<file path="config.mk">
export PLATFORM = sky130hd
export DESIGN_NAME = fp_div_arbiter_flat
export DESIGN_NICKNAME = d
export VERILOG_FILES = /design/src/rtl/fp_div_arbiter_if.sv /design/src/rtl/fp_div_arbiter.sv /design/src/flat_wrapper.sv
export SDC_FILE = /design/constraint.sdc
export NUM_CORES = 1
export LEC_CHECK = 0
export BUFFER_PORTS_ARGS = -buffer_cell sky130_fd_sc_hd__buf_2
export CAP_MARGIN = 20
export CORE_AREA = 5 5 158 160
export CTS_CLUSTER_SIZE = 25
export DETAILED_ROUTE_END_ITERATION = 12
export DIE_AREA = 0 0 163 165
export SETUP_SLACK_MARGIN = 0.15
export SLEW_MARGIN = 20
export SYNTH_ARGS = -nofsm -noshare
export SYNTH_HDL_FRONTEND = slang
export SYNTH_SLANG_ARGS = --single-unit
</file>
<file path="constraint.sdc">
create_clock -name clk -period 3 [get_ports clk]
set_input_delay 0.3 -clock clk [delete_from_list [all_inputs] [get_ports clk]]
set_output_delay 0.3 -clock clk [all_outputs]
set_load 0.02 [all_outputs]
</file>
<file path="src/rtl/fp_div_arbiter_if.sv">
// Request, divider and response bundle between the ALU issue ports, the arbiter
// and the shared FloatingDivision datapath.
interface fp_div_arbiter_if #(
    parameter int WIDTH   = 32,
    parameter int NUM_REQ = 4,
    parameter int ID_W    = 2,
    parameter int CNT_W   = 16
);
    logic [NUM_REQ-1:0]       req_valid;
    logic [NUM_REQ*WIDTH-1:0] req_a;
    logic [NUM_REQ*WIDTH-1:0] req_b;
    logic [NUM_REQ-1:0]       req_ready;
    logic [WIDTH-1:0]         div_a;
    logic [WIDTH-1:0]         div_b;
    logic [WIDTH-1:0]         div_result;
    logic                     resp_valid;
    logic [ID_W-1:0]          resp_id;
    logic [WIDTH-1:0]         resp_result;
    logic                     resp_ready;
    logic                     busy;
    logic [CNT_W-1:0]         op_count;

    // Requesters, divider and consumer side
    modport master (
        output req_valid, req_a, req_b, div_result, resp_ready,
        input  req_ready, div_a, div_b, resp_valid, resp_id, resp_result, busy, op_count
    );

    // Arbiter side
    modport slave (
        input  req_valid, req_a, req_b, div_result, resp_ready,
        output req_ready, div_a, div_b, resp_valid, resp_id, resp_result, busy, op_count
    );
endinterface

</file>
<file path="src/rtl/fp_div_arbiter.sv">
// Round-robin front end sharing one combinational FloatingDivision instance
// between NUM_REQ issue ports; holds operands for SETTLE_CYCLES, then presents
// the tagged quotient until the consumer takes it.
//
// state  | meaning
// IDLE   | no operation in flight; round-robin grant offered to requesters
// SETTLE | operands held on div_a/div_b while the divider output settles
// RESP   | quotient held on resp_result/resp_id until resp_ready
module fp_div_arbiter #(
    parameter int WIDTH         = 32,
    parameter int NUM_REQ       = 4,
    parameter int ID_W          = 2,
    parameter int SETTLE_CYCLES = 2,
    parameter int CNT_W         = 16
) (
    input  logic            clk,
    input  logic            rst_n,
    fp_div_arbiter_if.slave bus
);

    localparam int              SET_W     = (SETTLE_CYCLES > 1) ? $clog2(SETTLE_CYCLES) : 1;
    localparam logic [SET_W-1:0] SET_LAST = SET_W'(SETTLE_CYCLES - 1);
    localparam logic [ID_W-1:0] LAST_INIT = ID_W'(NUM_REQ - 1);

    typedef enum logic [1:0] {
        IDLE   = 2'd0,
        SETTLE = 2'd1,
        RESP   = 2'd2
    } state_t;

    state_t           state_q, state_d;
    logic [ID_W-1:0]  last_grant_q, last_grant_d;
    logic [SET_W-1:0] cnt_q, cnt_d;
    logic [WIDTH-1:0] div_a_q, div_a_d;
    logic [WIDTH-1:0] div_b_q, div_b_d;
    logic [ID_W-1:0]  resp_id_q, resp_id_d;
    logic [WIDTH-1:0] resp_result_q, resp_result_d;
    logic [CNT_W-1:0] op_count_q, op_count_d;
    logic             resp_valid_q, resp_valid_d;
    logic             busy_q, busy_d;

    logic [ID_W-1:0]    grant_idx;
    logic [ID_W-1:0]    cand;
    logic               grant_found;
    logic [NUM_REQ-1:0] req_ready_c;

    // Round-robin search starting just after the last granted requester
    always_comb begin
        grant_idx   = last_grant_q;
        grant_found = 1'b0;
        cand        = '0;
        for (int k = 1; k <= NUM_REQ; k++) begin
            cand = ID_W'((int'(last_grant_q) + k) % NUM_REQ);
            if (!grant_found && bus.req_valid[cand]) begin
                grant_found = 1'b1;
                grant_idx   = cand;
            end
        end
    end

    // Grant is only offered while idle, so it never coincides with a response
    always_comb begin
        req_ready_c = '0;
        if (state_q == IDLE && grant_found) begin
            req_ready_c[grant_idx] = 1'b1;
        end
    end

    // Next-state and datapath capture
    always_comb begin
        state_d       = state_q;
        last_grant_d  = last_grant_q;
        cnt_d         = cnt_q;
        div_a_d       = div_a_q;
        div_b_d       = div_b_q;
        resp_id_d     = resp_id_q;
        resp_result_d = resp_result_q;
        op_count_d    = op_count_q;
        case (state_q)
            IDLE: begin
                if (grant_found) begin
                    div_a_d      = bus.req_a[int'(grant_idx)*WIDTH +: WIDTH];
                    div_b_d      = bus.req_b[int'(grant_idx)*WIDTH +: WIDTH];
                    resp_id_d    = grant_idx;
                    last_grant_d = grant_idx;
                    cnt_d        = '0;
                    state_d      = SETTLE;
                end
            end
            SETTLE: begin
                if (cnt_q == SET_LAST) begin
                    resp_result_d = bus.div_result;
                    state_d       = RESP;
                end else begin
                    cnt_d = cnt_q + 1'b1;
                end
            end
            RESP: begin
                if (bus.resp_ready) begin
                    op_count_d = op_count_q + 1'b1;
                    state_d    = IDLE;
                end
            end
            default: state_d = IDLE;
        endcase
        resp_valid_d = (state_d == RESP);
        busy_d       = (state_d != IDLE);
    end

    // State and output registers; reset drops any operation in flight
    always_ff @(posedge clk) begin
        if (!rst_n) begin
            state_q       <= IDLE;
            last_grant_q  <= LAST_INIT;
            cnt_q         <= '0;
            div_a_q       <= '0;
            div_b_q       <= '0;
            resp_id_q     <= '0;
            resp_result_q <= '0;
            op_count_q    <= '0;
            resp_valid_q  <= 1'b0;
            busy_q        <= 1'b0;
        end else begin
            state_q       <= state_d;
            last_grant_q  <= last_grant_d;
            cnt_q         <= cnt_d;
            div_a_q       <= div_a_d;
            div_b_q       <= div_b_d;
            resp_id_q     <= resp_id_d;
            resp_result_q <= resp_result_d;
            op_count_q    <= op_count_d;
            resp_valid_q  <= resp_valid_d;
            busy_q        <= busy_d;
        end
    end

    assign bus.req_ready   = req_ready_c;
    assign bus.div_a       = div_a_q;
    assign bus.div_b       = div_b_q;
    assign bus.resp_valid  = resp_valid_q;
    assign bus.resp_id     = resp_id_q;
    assign bus.resp_result = resp_result_q;
    assign bus.busy        = busy_q;
    assign bus.op_count    = op_count_q;

endmodule

</file>
<file path="src/flat_wrapper.sv">
// flat-port wrapper written by rule: the top's interface ports become plain ports
module fp_div_arbiter_flat 
#(
    parameter int WIDTH         = 32,
    parameter int NUM_REQ       = 4,
    parameter int ID_W          = 2,
    parameter int SETTLE_CYCLES = 2,
    parameter int CNT_W         = 16
)
  (clk, rst_n, bus_req_valid, bus_req_a, bus_req_b, bus_div_result, bus_resp_ready, bus_req_ready, bus_div_a, bus_div_b, bus_resp_valid, bus_resp_id, bus_resp_result, bus_busy, bus_op_count);
  fp_div_arbiter_if #(.WIDTH(WIDTH), .NUM_REQ(NUM_REQ), .ID_W(ID_W), .CNT_W(CNT_W)) bus_i ();
  input  logic clk;
  input  logic rst_n;
  input wire logic [$bits(bus_i.req_valid)-1:0] bus_req_valid;
  input wire logic [$bits(bus_i.req_a)-1:0] bus_req_a;
  input wire logic [$bits(bus_i.req_b)-1:0] bus_req_b;
  input wire logic [$bits(bus_i.div_result)-1:0] bus_div_result;
  input wire logic [$bits(bus_i.resp_ready)-1:0] bus_resp_ready;
  output wire logic [$bits(bus_i.req_ready)-1:0] bus_req_ready;
  output wire logic [$bits(bus_i.div_a)-1:0] bus_div_a;
  output wire logic [$bits(bus_i.div_b)-1:0] bus_div_b;
  output wire logic [$bits(bus_i.resp_valid)-1:0] bus_resp_valid;
  output wire logic [$bits(bus_i.resp_id)-1:0] bus_resp_id;
  output wire logic [$bits(bus_i.resp_result)-1:0] bus_resp_result;
  output wire logic [$bits(bus_i.busy)-1:0] bus_busy;
  output wire logic [$bits(bus_i.op_count)-1:0] bus_op_count;
  assign bus_i.req_valid = bus_req_valid;
  assign bus_i.req_a = bus_req_a;
  assign bus_i.req_b = bus_req_b;
  assign bus_i.div_result = bus_div_result;
  assign bus_i.resp_ready = bus_resp_ready;
  assign bus_req_ready = bus_i.req_ready;
  assign bus_div_a = bus_i.div_a;
  assign bus_div_b = bus_i.div_b;
  assign bus_resp_valid = bus_i.resp_valid;
  assign bus_resp_id = bus_i.resp_id;
  assign bus_resp_result = bus_i.resp_result;
  assign bus_busy = bus_i.busy;
  assign bus_op_count = bus_i.op_count;
  fp_div_arbiter #(.WIDTH(WIDTH), .NUM_REQ(NUM_REQ), .ID_W(ID_W), .SETTLE_CYCLES(SETTLE_CYCLES), .CNT_W(CNT_W)) u_core (.clk(clk), .rst_n(rst_n), .bus(bus_i));
endmodule
</file>
# Word-level counts from Yosys, hierarchy flattened
# Index checks and enable logic that the tools add are counted.
[word_totals] regBits=121 wordCells=69
[classes] addsub=6 magnitude_cmp=6 n_eq_ne=4 n_shift=2 n_mux=26 reduce_logical=15
[op_table] op="$shiftx 128x8->32" count=2
[op_table] op="$add 16x1->16 const B" count=1
[op_table] op="$lt 2x3->1 const B" count=5
[op_table] op="$mux 2" count=7
[op_table] op="$mux 1" count=11
[op_table] op="$bmux 1 s2" count=4
[op_table] op="$reduce_and 2->1" count=4
[op_table] op="$pmux 2 s3" count=1
[op_table] op="$logic_and 1x1->1" count=5
[op_table] op="$add 2x1->2 const B" count=2
[op_table] op="$add 2x2->2 const B" count=2
[op_table] op="$eq 2x2->1 const B" count=2
[op_table] op="$mux 4" count=1
[op_table] op="$reduce_bool 2->1" count=2
[op_table] op="$logic_not 1->1" count=3
[op_table] op="$demux 1 s2" count=1
[op_table] op="$eq 2x1->1 const B" count=1
[op_table] op="$ge 2x1->1 const B" count=1
[op_table] op="$logic_not 2->1" count=1
[op_table] op="$ne 2x1->1 const B" count=1
[op_table] op="$pmux 1 s2" count=1
[op_table] op="$add 1x1->1 const B" count=1

# Longest topological paths before layout
[depth] word_depth=18 ltp_mapped=8

# Least setup slack after synthesis
# OpenSTA, ideal clock, no wires.
[synth_path] path_type="input -> output" startpoint="in bus_req_valid[3]" endpoint="out bus_req_ready[0]" t_arrival_ns=1.440 t_required_ns=2.700 path_slack_ns=1.260 path_stages=6 path_cell_list="nor2b_1 o21ai_0 buf_2 buf_2 nand3_1 nor2_1"
[synth_via] elab_chain_cells=17 elab_cells_between_ends=29 cone_classes="order compare: 2; mux: 19; reduce/logical: 8"
[synth_lines] item="start: declaration" line="flat_wrapper.sv:14" text="input wire logic [$bits(bus_i.req_valid)-1:0] bus_req_valid;"
[synth_lines] item="$bmux 1 s2" line="fp_div_arbiter.sv:54" text="if (!grant_found && bus.req_valid[cand]) begin"
[synth_lines] item="$mux 1 (implied by the code)" line="fp_div_arbiter.sv:54"
[synth_lines] item="$mux 1" line="fp_div_arbiter.sv:54"
[synth_lines] item="$logic_not 1->1" line="fp_div_arbiter.sv:54"
[synth_lines] item="$logic_and 1x1->1" line="fp_div_arbiter.sv:54"
[synth_lines] item="$mux 1" line="fp_div_arbiter.sv:54"
[synth_lines] item="$logic_not 1->1" line="fp_div_arbiter.sv:54"
[synth_lines] item="$logic_and 1x1->1" line="fp_div_arbiter.sv:54"
[synth_lines] item="$mux 1" line="fp_div_arbiter.sv:54"
[synth_lines] item="$logic_not 1->1" line="fp_div_arbiter.sv:54"
[synth_lines] item="$logic_and 1x1->1" line="fp_div_arbiter.sv:54"
[synth_lines] item="$mux 2" line="fp_div_arbiter.sv:54"
[synth_lines] item="$lt 2x3->1 (implied by the code) or $ge 2x1->1 (tied branches)" line="fp_div_arbiter.sv:65" text="req_ready_c[grant_idx] = 1'b1;"
[synth_lines] item="$logic_and 1x1->1 (implied by the code)" line="fp_div_arbiter.sv:65"
[synth_lines] item="$mux 1 (implied by the code)" line="fp_div_arbiter.sv:65"
[synth_lines] item="$demux 1 s2"
[synth_lines] item="$mux 4 *" line="fp_div_arbiter.sv:64" text="if (state_q == IDLE && grant_found) begin"
[synth_lines] item="end: declaration" line="flat_wrapper.sv:19" text="output wire logic [$bits(bus_i.req_ready)-1:0] bus_req_ready;"
# Every way passes the cells marked *; elsewhere a longest branch is shown, timed or not. The select of a mux whose other input is x is not followed.

# Worst setup path after layout
[layout_path] startpoint="reg u_core.last_grant_q[0]" endpoint="out bus_req_ready[3]"
[layout_via] elab_chain_cells=18 elab_cells_between_ends=33 cone_classes="add/sub: 4; order compare: 2; mux: 19; reduce/logical: 8"
[layout_lines] item="start: declaration" line="fp_div_arbiter.sv:32" text="logic [ID_W-1:0] last_grant_q, last_grant_d;"
[layout_lines] item="start signal: assignment" line="fp_div_arbiter.sv:125" text="last_grant_q <= last_grant_d;"
[layout_lines] item="$add 2x1->2" line="fp_div_arbiter.sv:53" text="cand = ID_W'((int'(last_grant_q) + k) % NUM_REQ);"
[layout_lines] item="$bmux 1 s2" line="fp_div_arbiter.sv:54"
[layout_lines] item="$mux 1 (implied by the code)" line="fp_div_arbiter.sv:54"
[layout_lines] item="$mux 1" line="fp_div_arbiter.sv:54"
[layout_lines] item="$logic_not 1->1" line="fp_div_arbiter.sv:54"
[layout_lines] item="$logic_and 1x1->1" line="fp_div_arbiter.sv:54"
[layout_lines] item="$mux 1" line="fp_div_arbiter.sv:54"
[layout_lines] item="$logic_not 1->1" line="fp_div_arbiter.sv:54"
[layout_lines] item="[2 not listed]"
[layout_lines] item="$logic_not 1->1" line="fp_div_arbiter.sv:54"
[layout_lines] item="$logic_and 1x1->1" line="fp_div_arbiter.sv:54"
[layout_lines] item="$mux 2" line="fp_div_arbiter.sv:54"
[layout_lines] item="$lt 2x3->1 (implied by the code) or $ge 2x1->1 (tied branches)" line="fp_div_arbiter.sv:65"
[layout_lines] item="$logic_and 1x1->1 (implied by the code)" line="fp_div_arbiter.sv:65"
[layout_lines] item="$mux 1 (implied by the code)" line="fp_div_arbiter.sv:65"
[layout_lines] item="$demux 1 s2"
[layout_lines] item="$mux 4 *" line="fp_div_arbiter.sv:64"
# Marks and branches as above.

==> metrics <==
chip height=165 um; MaxCap Viol Count=0; Worst-Margin Slew=0.6945 ns; post-synthesis cell type count=41; Worst Hold Class=in -> reg; Initial DRC Count=596; I/O Buffers=414; number of synthesized flops with an enable pin=0; final setup fails=0; area of the multi-input gates=3934 um2; I/O pin count=415; status=finished clean; number of synthesized register bits=121; final hold vios=0; Lkg Pwr=4.626 nW; Power, Total=5.447 mW; Mapped Cells=794; crit path cell chain=nor2b_1 -> o21a_2 -> nor3_4 -> buf_4 -> nor2_1 -> buf_2; final wirelength=28.84 mm; delay of the slowest critical-path stage=0.46 ns; Crit Path Category=reg -> out; dpl cells=1464; startpoint type of the worst setup path=register; WP data arrival=2.18 ns; gr usage total=0.1998; Final ANT Viol Nets=0; via count=7499; CTS resizes=0; GRT Residual Overflow=0; CTS Buf Count=17; register area share after synthesis=0.3623; Avg Synthesized Cell Area=8.420 um2; CTS Sinks=121; relative slew slack=0.5330; Starting Density=0.2874; max-slew violation count=0; DP Worst Slack=0.7949 ns; post-CTS setup buffers=0; Post-Layout Cell Count=1497; PnR worst setup slack=0.5167 ns; unrepaired setup endpoints after global routing=no; vias in the first global route=7227; post-route setup TNS=0 ns; Ys Warns=0; gpl congestion=0.8374; CTS tree=yes; # rows=56; clk buf depth=2; CTS clock-pin slew for the worst setup and hold paths=0.07 ns; pin count of the biggest net entering global routing=43; first-pass GRT wire length=41.66 mm; CTS H-tree depth=4; CP Data Required Time=2.70 ns; pwr dens=565.6 nW/um2; nets=1460; Worst Skew=0.01094 ns; full die area=26900 um2; Mapped Nets=1090; HPWL after DPL=21.34 mm; crit end category=output pin; Crit Path Max Fanout=27; Synth Flop Type=dfxtp_1; Via density=5.009; DR WL/cell=19.26 um; CORE AREA=23260 um2; Max Freq=402.7 MHz; clk root buf=clkbuf_16; # fillers=2440; Max VDD drop=0.3069 mV; Post-Syn Area=6685 um2; initial antenna violation count=3; area delta synth->final=44.08%; layout cells sized above 1=0.4104; # DRC=0; Hold-fix buffers, CTS=0; final instance area=9632 um2; async set-reset flop share out of synthesis=0; Final Critical Period=2.483 ns; fin crit share=0.8278; Post-DP Area=9009 um2; Die X=163 um; router iterations before antenna repair=6; register area=2422 um2; Slowest cell on crit path=buf_4; Worst-Skew Late Latency=0.42 ns
==> placed cells by master (no fill, tap or decap), types with 4 or more instances in the layout <==
cell type  netlist  routed
a21boi_0        34      34
a21o_1          65      64
and2_1          15      13
buf_2           21     414
buf_4            2      21
clkbuf_16        0      17
dfxtp_1        121     121
inv_6            0       5
inv_8            0       6
mux2i_1         65      65
nand2_1        138     137
nand3_1          5       5
nand4_1         68      68
nor2_1          11      10
o211ai_1        64      64
o21ai_0          8       7
o31ai_1         64      64
or3_1            4       4
xnor2_1          8       8
xor2_1           4       4
==> path summary, 6_finish.rpt <==
kind,startpoint,to,slack [ns],depth (start not counted)
max reg2reg,u_core.last_grant_q[0],u_core.bus.div_a[6],0.99,6
min,bus_div_result[14],u_core.bus.resp_result[14],0.13,3
min reg2reg,u_core.bus.resp_result[5],u_core.bus.resp_result[5],0.46,2
max,u_core.last_grant_q[0],bus_req_ready[3],0.52,6
==> cell usage after synthesis (all sizes together) (3+ instances only) <==
cell      n  area, um2
or3       4      25.02
dfxtp   121       2422
mux2i    65      650.6
o21a      4      30.03
clkbuf   53      198.9
nand3     6      35.03
a21o     65      488.0
o211ai   64      480.5
o21ai     9      45.04
nand2b    3      18.77
xnor2     8      70.07
nor2b     3      18.77
and2     15      93.84
and3      3      18.77
a21oi     3      15.01
o31ai    64      480.5
nand4    69      437.9
nor2     11      41.29
nor3      4      30.03
buf      32      176.4
xor2      4      35.03
nand2   138      518.0
a21boi   35      262.8
==> logic make-up (layout without fill, tap and decap cells) <==
family                     count (synthesis)  after routing  share of synthesized area
and+or+nand+nor                          263            263                     0.1928
buffers and inverters                     86            469                    0.05671
DFF                                      121            121                     0.3623
xor gates and xnor gates                  12             12                    0.01572
muxes                                     65             65                    0.09732
AOI/OAI and AO/OA                        246            246                     0.2733
adders and majority gates                  1              1                   0.001871
other                                      0              1                          0
==> state kept, by name, indices dropped and copies added (netlist names) <==
signal	flops
u_core.bus.resp_valid	1
u_core.bus.op_count	16
u_core.last_grant_q	2
u_core.bus.busy	1
u_core.state_q	2
u_core.bus.resp_id	2
u_core.cnt_q	1
u_core.bus.div_a	32
u_core.bus.div_b	32
u_core.bus.resp_result	32
==> power by group <==
part / internal [mW] / switching (mW)
clock network: 1.28 / 0.904
registers: 1.76 / 0.0789
logic: 0.567 / 0.859
total: 3.61 / 1.84
==> per-layer routing <==
metal	wire length, um	GRT usage
met4	625	0.06291
met2	13940	0.3425
met5	27	0
met1	12230	0.2490
met3	2019	0.04692
==> stage by stage <==
stage | util | hold slack [ns]
floorplan | - | 0.4403
global placement | 0.3873 | 0.4478
detailed placement | 0.3873 | 0.4536
CTS | 0.4139 | 0.1038
global route | 0.4140 | 0.1166
finish | 0.4140 | 0.1288
==> critical path, delay by kind of cell (launching register included) <==
family / cells / cell delay [ns]
AO/OA/AOI/OAI: 1 / 0.27
buffers and inverters: 2 / 0.63
flip-flops: 1 / 0.39
AND/OR/NAND/NOR: 3 / 0.45
==> cell type report <==
| type | instances | area share |
|---|---|---|
| flip-flops and latches | 121 | 0.2515 |
| repair buffers | 436 | 0.2336 |
| clock inverters | 15 | 0.02026 |
| multi-input cells | 587 | 0.4084 |
| diodes | 1 | 0.0002598 |
| inverters | 1 | 0.0003897 |
| clock buffers | 17 | 0.04417 |
| well taps | 319 | 0.04144 |
Note: power is estimated with default switching activity, not from simulation.
